`src/rtl/fsm_xy_pkg.sv`:
```
// fsm_xy_pkg
//   Shared definitions for the x/y practice FSM and the driver that exercises it.
//   Contents:
//     state_t / SA..SD  2-bit FSM state encoding
//     mode_t            driver sequencing modes
//     qval()            registered-output value produced from a given state
//     next_state()      FSM transition function on inputs x, y
package fsm_xy_pkg;

  typedef logic [1:0] state_t;

  localparam state_t SA = 2'd0;
  localparam state_t SB = 2'd1;
  localparam state_t SC = 2'd2;
  localparam state_t SD = 2'd3;

  typedef enum logic [1:0] {
    MODE_IDLE  = 2'd0,
    MODE_DRIVE = 2'd1,
    MODE_DONE  = 2'd2
  } mode_t;

  // q is high in SA and SD, low in SB and SC.
  function automatic logic qval(input state_t s);
    return (s == SA) || (s == SD);
  endfunction

  function automatic state_t next_state(input state_t s, input logic x, input logic y);
    state_t n;
    n = SA;
    case (s)
      SA: n = (x | y) ? SB : SC;
      SB: n = y ? SC : SB;
      SC: begin
        if (!y)     n = SD;
        else if (x) n = SA;
        else        n = SC;
      end
      default: n = SA;
    endcase
    return n;
  endfunction

endpackage

```
`src/rtl/fsm_xy_path.sv`:
```
// fsm_xy_path
//   Combinational x/y selection for the driver.
//   When active, produces the first move of the shortest path from the current
//   model state toward the target; repeated each cycle this walks the whole
//   path, because every two-move path passes through a state whose own first
//   move completes it. When inactive, produces the idle vector for the state.
//   Ports:
//     state_i   current model state
//     target_i  requested target state
//     active_i  1 = follow path table, 0 = idle table
//     x_o, y_o  FSM inputs for this cycle
module fsm_xy_path
  import fsm_xy_pkg::*;
(
  input  state_t state_i,
  input  state_t target_i,
  input  logic   active_i,
  output logic   x_o,
  output logic   y_o
);

  logic [1:0] path_xy;
  logic [1:0] idle_xy;

  // Path table: {x,y} of the first move from state_i toward target_i.
  // Diagonal entries (state == target) are only hit if the model drifted onto
  // the target while the request was being accepted; they pick a move that
  // either holds the state or starts a loop back to it.
  always_comb begin
    path_xy = 2'b00;
    case (state_i)
      SA: begin
        case (target_i)
          SB:      path_xy = 2'b10;
          default: path_xy = 2'b00;  // SC directly, SD and SA via SC
        endcase
      end
      SB: begin
        case (target_i)
          SB:      path_xy = 2'b00;  // hold
          default: path_xy = 2'b01;  // all other targets pass through SC
        endcase
      end
      SC: begin
        case (target_i)
          SA:      path_xy = 2'b11;
          SB:      path_xy = 2'b11;  // via SA
          SC:      path_xy = 2'b01;  // hold
          default: path_xy = 2'b00;  // SD
        endcase
      end
      default: path_xy = 2'b00;      // SD always exits to SA
    endcase
  end

  // Idle table: SB and SC hold; SA falls to SC; SD returns to SA.
  always_comb begin
    idle_xy = 2'b00;
    if (state_i == SC) idle_xy = 2'b01;
  end

  assign {x_o, y_o} = active_i ? path_xy : idle_xy;

endmodule

```
`src/rtl/fsm_xy_driver.sv`:
```
// fsm_xy_driver
//   Stimulus/checker companion for the x/y practice FSM. Accepts a target
//   state over valid/ready, steers x,y along the shortest path to it, tracks
//   the FSM with a cycle-accurate model and checks the returned q.
//   Ports:
//     Clk, Rst             clock (rising edge), synchronous active-high reset
//     req_valid/req_state  target request; req_ready high only in IDLE
//     x, y                 FSM inputs (combinational from registered state)
//     q_in                 FSM registered output
//     model_state          driver's copy of the FSM state
//     done, steps          completion pulse and move count of last request
//     err, err_cnt         sticky mismatch flag and saturating mismatch count
//
//   mode       | meaning
//   -----------+-----------------------------------------------------------
//   MODE_IDLE  | ready for a request; idle vector keeps the model parked
//   MODE_DRIVE | walking toward target_q, one move per cycle
//   MODE_DONE  | done pulse cycle; idle vector; not ready
module fsm_xy_driver
  import fsm_xy_pkg::*;
#(
  parameter int ERR_W    = 8,
  parameter bit CHECK_EN = 1'b1
) (
  input  logic             Clk,
  input  logic             Rst,
  input  logic             req_valid,
  input  logic [1:0]       req_state,
  output logic             req_ready,
  output logic             x,
  output logic             y,
  input  logic             q_in,
  output logic [1:0]       model_state,
  output logic             done,
  output logic [1:0]       steps,
  output logic             err,
  output logic [ERR_W-1:0] err_cnt
);

  mode_t            mode_q;
  state_t           model_q;
  state_t           model_d;
  state_t           target_q;
  logic             expq_q;
  logic [1:0]       step_q;
  logic [1:0]       step_inc;
  logic [1:0]       steps_q;
  logic             done_q;
  logic             err_q;
  logic [ERR_W-1:0] err_cnt_q;
  logic             mismatch;

  fsm_xy_path u_path (
    .state_i  (model_q),
    .target_i (target_q),
    .active_i (mode_q == MODE_DRIVE),
    .x_o      (x),
    .y_o      (y)
  );

  // The model advances on whatever vector is driven, in every mode.
  assign model_d  = next_state(model_q, x, y);
  assign mismatch = CHECK_EN && (q_in != expq_q);
  // Paths are at most two moves; saturate so a stray loop cannot wrap to 0.
  assign step_inc = (step_q == 2'd3) ? 2'd3 : step_q + 2'd1;

  always_ff @(posedge Clk) begin
    if (Rst) begin
      mode_q    <= MODE_IDLE;
      model_q   <= SA;
      target_q  <= SA;
      expq_q    <= 1'b1;
      step_q    <= 2'd0;
      steps_q   <= 2'd0;
      done_q    <= 1'b0;
      err_q     <= 1'b0;
      err_cnt_q <= '0;
    end else begin
      model_q <= model_d;
      expq_q  <= qval(model_q);
      done_q  <= 1'b0;

      if (mismatch) begin
        err_q <= 1'b1;
        if (err_cnt_q != {ERR_W{1'b1}}) err_cnt_q <= err_cnt_q + ERR_W'(1);
      end

      case (mode_q)
        MODE_IDLE: begin
          if (req_valid) begin
            if (req_state == model_q) begin
              mode_q  <= MODE_DONE;
              done_q  <= 1'b1;
              steps_q <= 2'd0;
            end else begin
              mode_q   <= MODE_DRIVE;
              target_q <= req_state;
              step_q   <= 2'd0;
            end
          end
        end
        MODE_DRIVE: begin
          step_q <= step_inc;
          if (model_d == target_q) begin
            mode_q  <= MODE_DONE;
            done_q  <= 1'b1;
            steps_q <= step_inc;
          end
        end
        default: mode_q <= MODE_IDLE;
      endcase
    end
  end

  assign req_ready   = (mode_q == MODE_IDLE);
  assign model_state = model_q;
  assign done        = done_q;
  assign steps       = steps_q;
  assign err         = err_q;
  assign err_cnt     = err_cnt_q;

endmodule
```
`config.mk`:
```
export PLATFORM = sky130hd
export DESIGN_NAME = fsm_xy_driver
export DESIGN_NICKNAME = d
export VERILOG_FILES = /design/src/rtl/fsm_xy_pkg.sv /design/src/rtl/fsm_xy_path.sv /design/src/rtl/fsm_xy_driver.sv
export SDC_FILE = /design/constraint.sdc
export NUM_CORES = 1
export LEC_CHECK = 0
export BUFFER_PORTS_ARGS = -buffer_cell sky130_fd_sc_hd__buf_4
export CORE_MARGIN = 2
export CORE_UTILIZATION = 50
export CTS_BUF_LIST = sky130_fd_sc_hd__clkbuf_8
export CTS_CLUSTER_DIAMETER = 200
export DETAILED_ROUTE_END_ITERATION = 7
export PLACE_DENSITY_LB_ADDON = 0.15
export SYNTH_ARGS = -nofsm -noshare
export SYNTH_HDL_FRONTEND = slang
export SYNTH_HIERARCHICAL = 1
export SYNTH_SLANG_ARGS = --single-unit
```
`constraint.sdc`:
```
create_clock -name Clk -period 1.9 [get_ports Clk]
set_input_delay 0.285 -clock Clk [delete_from_list [all_inputs] [get_ports Clk]]
set_output_delay 0.285 -clock Clk [all_outputs]
set_load 0.005 [all_outputs]
```
Word level (Yosys, flattened, before mapping)
Cells that the tools add are included.

word-level totals
  bits in registers = 21
  bits in read-only memories = 0
  bits in latches = 0
  RAM bits = 0
  logic and storage cells = 66
  memories kept = 0

operators by class
  reduce and logical (&&, ||, !) cells = 11
  shift-type cells = 0
  multiply operators = 0
  eq/ne operators = 15
  add/subtract/negate cells = 2
  div/mod/pow operators = 0
  mux-type cells = 27
  bitwise gates (word level) = 2
  magnitude comparators = 0

operator list
  cell                                                             count
  2-bit two-way mux                                                15
  2-bit one-hot mux with 2 select lines                            4
  2-bit one-hot mux with 3 select lines                            2
  8-bit by 1-bit adder with 8-bit output, second input constant    1
  2-bit == test, second input constant                             4
  8-bit != test, second input constant                             1
  2-bit by 1-bit == test with 1-bit output, second input constant  3
  2-bit zero test                                                  3
  2-bit != test, second input constant                             3
  3-bit AND reduction                                              2
  1-bit two-way mux                                                5
  2-bit == test                                                    2
  2-bit AND reduction                                              2
  4-bit AND reduction                                              1
  2-bit by 1-bit adder with 2-bit output, second input constant    1
  2-bit by 1-bit != test with 1-bit output, second input constant  1
  1-bit one-hot mux with 2 select lines                            1
  2-bit nonzero test                                               1
  2-bit OR reduction                                               1
  1-bit logical OR                                                 1
  1-bit != test                                                    1
  1-bit inverter                                                   1
  1-bit bitwise OR                                                 1

Logic depth before layout (Yosys ltp)
Gate-level depths: netlist (run 1).

  depth after elaboration = 11
  mapped depth = 9

Cells and area by module
The synthesis (run 1) kept the hierarchy.

modules (own cells, without submodules)
  module         cells an instance  instances  seq. area each (um2)  area an instance (um2)
  fsm_xy_driver  117                1          420.4                 1051.0
  fsm_xy_path    7                  1          0.0                   45.0

Worst setup path after synthesis (run 1)
OpenSTA, ideal clock, no wires.

  path type = flip-flop to flip-flop
  start = register mode_q[0]
  end = register steps_q[0], in the netlist steps[0]
  arrival = 2.014 ns
  path slack = -0.235 ns
  stages on the path, launching flop included = 10
  data required time = 1.779 ns
  period minus slack after synthesis = 2.135 ns
  path buffers = 0
  cells stage by stage = dfxtp_1 > nor2b_1 > a31oi_1 > nand2_1 > o21ai_1 > or2_0 > o221a_1 > nor3b_2 > nand3b_2 > mux2_4

between the ends
  longest elaborated chain between the ends = 8
  elaborated cells on any way between the ends = 16
  classes of those cells = eq/ne: 5; mux: 7; bitwise: 1; reduce/logical: 3

ends and longest elaborated chain
  element                                     RTL line              RTL
  start: declaration                          fsm_xy_driver.sv:40   mode_t mode_q;
  start signal: assignment                    fsm_xy_driver.sv:69   mode_q <= MODE_IDLE;
  start signal: assignment                    fsm_xy_driver.sv:92   mode_q <= MODE_DONE;
  start signal: assignment                    fsm_xy_driver.sv:96   mode_q <= MODE_DRIVE;
  2-bit by 1-bit == test with 1-bit output *  fsm_xy_driver.sv:56   .active_i (mode_q == MODE_DRIVE),
  2-bit two-way mux *                         fsm_xy_path.sv:62     assign {x_o, y_o} = active_i ? path_xy : idle_xy;
  net y                                       fsm_xy_driver.sv:31   output logic y,
  1-bit bitwise OR                            fsm_xy_pkg.sv:32      SA: n = (x | y) ? SB : SC;
  2-bit two-way mux                           fsm_xy_pkg.sv:32
  2-bit one-hot mux with 3 select lines *     fsm_xy_pkg.sv:31      case (s)
  2-bit == test *                             fsm_xy_driver.sv:104  if (model_d == target_q) begin
  2-bit != test (no line) *                   --
  4-bit AND reduction (no line) *             --
  end signal: assignment                      fsm_xy_driver.sv:107  steps_q <= step_inc;
  end: declaration                            fsm_xy_driver.sv:47   logic [1:0] steps_q;

Mark *: on every way through the listed nets, which the timed path passes. The rest lies on a longest branch.
A chain may end at the register's enable or synchronous reset.

Final worst setup path (run 1)
  start = register mode_q[0]
  end = register steps_q[0], in the netlist steps[0]

between the ends
  longest elaborated chain between the ends = 8
  elaborated cells on any way between the ends = 16
  classes of those cells = eq/ne: 5; mux: 7; bitwise: 1; reduce/logical: 3

ends and longest elaborated chain
  element                                                RTL line
  2-bit by 1-bit == test with 1-bit output               fsm_xy_driver.sv:56, fsm_xy_driver.sv:88
  2-bit two-way mux                                      fsm_xy_path.sv:62
  1-bit bitwise OR or 2-bit two-way mux (tied branches)  fsm_xy_pkg.sv:32, fsm_xy_pkg.sv:36
  2-bit two-way mux, on equally long branches            fsm_xy_pkg.sv:32, fsm_xy_pkg.sv:35
  2-bit one-hot mux with 3 select lines                  fsm_xy_pkg.sv:31
  2-bit == test                                          fsm_xy_driver.sv:104
  2-bit != test (no line)                                --
  4-bit AND reduction (no line)                          --

Several ways; a longest one is shown, not always the timed one.

==> metrics, run 1 <==
failing checks=setup timing; clock skew=4.46 ps; worst path cell trace=nor2b_4 > a31oi_1 > nand2_1 > o21ai_4 > or2_1 > o221a_1 > nor3b_2 > nand3b_4 > mux2_4; Slew Limit Fails=0; EDFF count, synth=0; Critical Path Sink=steps[0]; drt wl/cell=13.9 um; CP Capture Type=register; final net count=179; GR Util All Layers=0.242; RR Endpoint=steps[0]; clock slew at reported path FFs=approximately 80 ps; first-pass GRT wire length=approximately 4.7 mm; syn avg cell area=8.84 um2; total leakage power=about 0.66 nW; asr flop ratio synth=0; Pwr Density=between 1000 and 1500 nW/um2; gr ovfl total=0; post-detailed-routing wire length=around 2.7 mm; R2R depth=9; fillers=160; WHS=~310 ps; TritonCTS buffer count=3; RSZ-0062 raised after global routing=yes; fin util=0.761; synthesis-stage register bit count=21; clk root buf=clkbuf_8; Critical path origin=mode_q[0]; Final setup viols=5; maximum clock insertion buffer count=2; Worst-Skew Late Latency=270 ps; Arr. time, crit path=approximately 2200 ps; count leader, synth=dfxtp_1; vias in the first global route=around 1,000; cell area after layout=1540 um2; layout cells sized above 1=0.389; Core Area=2020 um2; largest net degree at the start of global routing=24; diode count=0; Commonest cells post-synth=dfxtp_1, nor2_1, a21oi_1, nand2_1, nand3_1; CTS tree=yes; WS Path Type=reg2reg; dpl cell area=approximately 1500 um2; Setup WS post-layout=-169 ps; slowest library cell on the worst path=dfxtp_2; Die Wd=between 50 and 60 um; port bufs=22; CTS H-tree lvls=1; Initial Util=0.542; Layout area overhead=40.4%; remaining routing DRC violations=0; Synth Instances=124; R2R Setup Slk=-170 ps; final hold vios=0; Synth warnings=6; CP peak stage delay=between 300 and 400 ps; post-synth top area share=0.384; Syn Nets=roughly 140; Cell Area, Synth=1100 um2; Vias=1,042; HP Class=in2reg; drt pass-1 iters=4; Die H=50.8 um; largest area contributor in the netlist=dfxtp_1; Peak VDD IR=1.02 mV; vias per inst=5.37; GPL Wtd Cong=0.817; part of the cycle the worst path needs=1.09; DRT iter0 DRCs=16; total chip power=roughly 0.0022 W; io pins=23; dominant synthesized flop cell=dfxtp_1; Post CTS Setup Buffer Count=0; Max Fclk=between 400 and 500 MHz; pre-CTS WS=-149 ps; Max FO, Critical Path=6; outcome=finished with violations; worst reg2reg startpoint=mode_q[0]; Cell Rows=16; Critical Path RT=2060 ps; crit start category=register; top cells by area, synth=dfxtp_1, ha_1, nor2_1, a21oi_1, xnor2_1; # Max-Cap Violations=0; post-DP HPWL=~2.0 mm; sequential area share after synthesis=0.384; Netlist cell types=39; worst-margin pin slew=approximately 390 ps; crit path time final=slightly above 2000 ps; clock sinks=21; DRT antenna net count=0; number of antenna violations at the first check in global routing=0; die area=between 2000 and 3000 um2; Slew Limit Headroom=0.736
## area by class of cell
type / count / area (um2) / area share
well taps: 27 / 33.8 / 0.0220
clock inverters: 1 / 5.00 / 0.00325
repair buffers: 41 / 312 / 0.202
clock buffers: 3 / 41.3 / 0.0268
multi-input cells: 99 / 713 / 0.463
inverters: 2 / 7.51 / 0.00488
flip-flops and latches: 21 / 427 / 0.277
## cell usage in the layout, fill, tap and decap left out, types with 2 or more instances in the layout
| master | count |
|---|---|
| mux2i_1 | 2 |
| xor2_1 | 4 |
| clkbuf_8 | 3 |
| nor2_1 | 16 |
| o21ai_0 | 3 |
| nand2_1 | 9 |
| nor3b_1 | 2 |
| dfxtp_1 | 16 |
| xnor2_1 | 4 |
| o21bai_1 | 2 |
| nand3_1 | 5 |
| dfxtp_2 | 5 |
| nand4_1 | 3 |
| nand2b_1 | 5 |
| inv_1 | 2 |
| a21oi_1 | 6 |
| nor2b_1 | 4 |
| ha_1 | 5 |
| a21oi_2 | 3 |
| buf_4 | 40 |
## cells by family after synthesis
group | synth area share
multiplexers | 0.0320
XOR/XNOR | 0.0639
adder cells (fa/ha/maj) | 0.0571
AND/OR/NAND/NOR | 0.290
AO/OA/AOI/OAI | 0.160
buffers and inverters | 0.0137
flip-flops | 0.384
## metal layers
layer | up-vias | part of all wire | GRT usage | routed length, um
met5 | - | 0 | 0 | 0
met4 | 0 | 0.015 | 0.104 | 41
met3 | 5 | 0.043 | 0.0380 | 115
met2 | 28 | 0.50 | 0.423 | 1360
met1 | 481 | 0.44 | 0.293 | 1180
li1 | 528 | - | - | -
## report_power, final
group	leakage [nW]	switching, W	internal, W
Combinational	0.464	0.000544	0.000664
Clock	0.0255	0.000153	0.000146
Sequential	0.173	0.000106	0.000553
Total	0.662	0.000803	0.00136
## timing repair
action                     CTS  global route
setup endpoints to repair    5             5
resized for setup            7             4
pin swaps                    4             0
hold buffers                 0             0
## critical path, delay by kind of cell, from the launching register on
kind / cells / cell delay (ps)
compound gates: 3 / 460
simple gates: 5 / 870
mux: 1 / 300
flops: 1 / 330
## registers in the layout, summed over array words and instances (netlist names)
register	count
steps	2
done	1
mode_q	2
expq_q	1
err	1
model_state	2
err_cnt	8
target_q	2
step_q	2
## worst min path at each step
stage,start,end,slack (ps),cells past startpoint
3_3_place_gp,err,err,460,2
4_1_cts,req_state[0],target_q[0],310,3
3_5_place_dp,err,err,470,2
5_1_grt,req_state[1],target_q[1],310,3
6_report,req_state[1],target_q[1],310,3
2_1_floorplan,req_state[1],target_q[1],430,2
## per-stage QoR
stage                     TNS (ps)  instances
after global placement        -126        190
after CTS                     -476        194
after floorplan              -88.2        124
after global routing          -979        194
after detailed placement      -584        190
final                         -516        194
No activity file was read; power rests on OpenSTA's default activity.
==> run 2, diff against run 1 <==
- REMOVE_ABC_BUFFERS: unset -> 1
==> run 2 against run 1 <==
The flow still finishes with violations (setup timing). Clock power shrank 5%. Die area is the same. Sequential share of layout area shrank 1.1 points. Flip-flop and latch count is the same.
==> metrics, run 2 (synthesis gave the netlist of run 1 again) <==
outcome=finished with violations; failing checks=setup timing; layout cells sized above 1=0.400 (+0.0108); Pint=0.00142 W (+4.1%); clock slew at reported path FFs=70 ps (about the same); Final setup viols=5 (unchanged); vias in the first global route=988 (-3.5%); R2R Setup Slk=-170 ps (about the same); RSZ-0062 raised after global routing=yes; Pwr Density=1440 nW/um2 (+2.2%); Die H=50.8 um (unchanged); Peak VDD IR=1.21 mV (+20%); Die Wd=50.8 um (unchanged); final net count=182 (+1.7%); Setup WS post-layout=-170 ps (-0.997 ps); WS Path Type=reg2reg; total leakage power=0.689 nW (+4.0%); Gate power share=0.593 (+0.035); multi-input logic area=753 um2 (+5.6%); number of flip-flops in the largest register=8 (unchanged); diode count=0 (unchanged); GPL Wtd Cong=0.853 (+4.3%); final hold vios=0 (unchanged); DRT antenna net count=0 (unchanged); # Max-Cap Violations=0 (unchanged); port bufs=22 (unchanged); Max FO, Critical Path=4 (-2); sw power=0.000875 W (+9.0%); die area=2580 um2 (unchanged); GR Util All Layers=0.223 (-0.0185); gr ovfl total=0 (unchanged); Fin Setup TNS=-643 ps (-127 ps); HP Class=in2reg; Slew Limit Headroom=0.754 (+0.0180); Critical Path RT=2050 ps (about the same); Cell Rows=16 (unchanged); total chip power=0.00229 W (+5.9%); TritonCTS buffer count=3 (unchanged); CTS H-tree lvls=1 (unchanged); sequential share of power=0.283 (-0.021); remaining routing DRC violations=0 (unchanged); drt pass-1 iters=4 (unchanged); largest net degree at the start of global routing=24 (unchanged); vias per inst=5.58 (+4.0%); CTS tree=yes; crit start category=register; post-DP HPWL=1.89 mm (-6.6%); Core Area=2020 um2 (unchanged); number of antenna violations at the first check in global routing=0 (unchanged); CP Capture Type=register; first-pass GRT wire length=4.38 mm (-6.1%); Max Fclk=483 MHz (about the same); non-filler cells, final=197 (+1.5%); Vias=1,100 (+5.6%); Initial Util=0.542 (unchanged); drt wl/cell=14.4 um (+3.9%); part of the cycle the worst path needs=1.09 (about the same); clock share of power=0.124 (-0.014); Worst-Skew Late Latency=260 ps (about the same); fillers=136 (-15%); Sw Ratio=0.381 (+0.0107); register area=424 um2 (-0.59%); Hold-fix buffers, CTS=0 (unchanged); Slew Limit Fails=0 (unchanged); Layout area overhead=45.5%; worst-margin pin slew=367 ps (-26.9 ps); clock sinks=21 (unchanged); crit path time final=2070 ps (+0.997 ps); clock skew=1.96 ps (-2.50 ps); most frequent cells in the layout=buf_4, dfxtp_1, nor2_1; commonest non-fill, non-tap cell in the layout=buf_4; DRT iter0 DRCs=19 (+3); maximum clock insertion buffer count=2 (unchanged); clk root buf=clkbuf_8; Arr. time, crit path=2220 ps (about the same); placed instance count=188 (-1.1%); io pins=23 (unchanged); post-detailed-routing wire length=2.85 mm (+5.5%)
[run 2: cell types whose count changed in the layout (fill, tap and decap cells not counted), sizes merged]
cell / previous run / this run
buf: 41 / 44
[run 2: timing repair]
action,CTS,global route
buffers inserted,0,5
gates resized for setup,9,12
endpoints found under the setup margin,5,5
pin swaps,3,5
gates cloned,0,0
[run 2: worst max-delay path, cell delays in order (launching register included)]
cell,delay (ps)
dfxtp_2,340
nor2b_4,170
buf_4,130
nor4b_4,240
buf_4,180
nor2_1,40
o221a_1,270
nor3b_2,180
nand3b_2,120
mux2_4,300
[run 2: stage by stage]
stage	util	cell area (um2)	hold WS (ps)	setup slack [ps]
after global routing	0.789	1600	311	-269
final	0.789	1600	294	-170
after detailed placement	0.700	1420	478	-319
after floorplan	-	1090	354	-235
after global placement	0.700	1420	457	-147
after CTS	0.738	1490	303	-137
[run 2: power by group through the flow]
stage | logic [W] | registers (W) | clock network (W)
after floorplan | 0.000560 | 0.000656 | 0
after global placement | 0.00102 | 0.000635 | 0
after detailed placement | 0.00105 | 0.000641 | 0
after CTS | 0.00111 | 0.000643 | 0.000288
after global routing | 0.00147 | 0.000663 | 0.000308
final | 0.00136 | 0.000648 | 0.000285
[run 2: cell type report]
type | instances | area share
clock buffers | 3 | 0.0259
repair buffers | 44 | 0.207
clock inverters | 1 | 0.00314
multi-input cells | 99 | 0.472
inverters | 2 | 0.00471
well taps | 27 | 0.0212
flip-flops and latches | 21 | 0.266
[run 2: path summary, 6_finish.rpt]
kind / from / end / depth (start not counted)
setup reg to reg: mode_q[0] / steps[0] / 9
hold / removal: req_state[0] / target_q[0] / 3
hold reg to reg: err / err / 2
setup / recovery: mode_q[0] / steps[0] / 9
[run 2: per-layer routing]
metal | global-route usage | vias to the layer above | part of all wire
met2 | 0.371 | 50 | 0.49
met4 | 0.0631 | 0 | 0.025
met3 | 0.0614 | 12 | 0.066
met5 | 0 | - | 0
met1 | 0.284 | 506 | 0.42
li1 | - | 532 | -
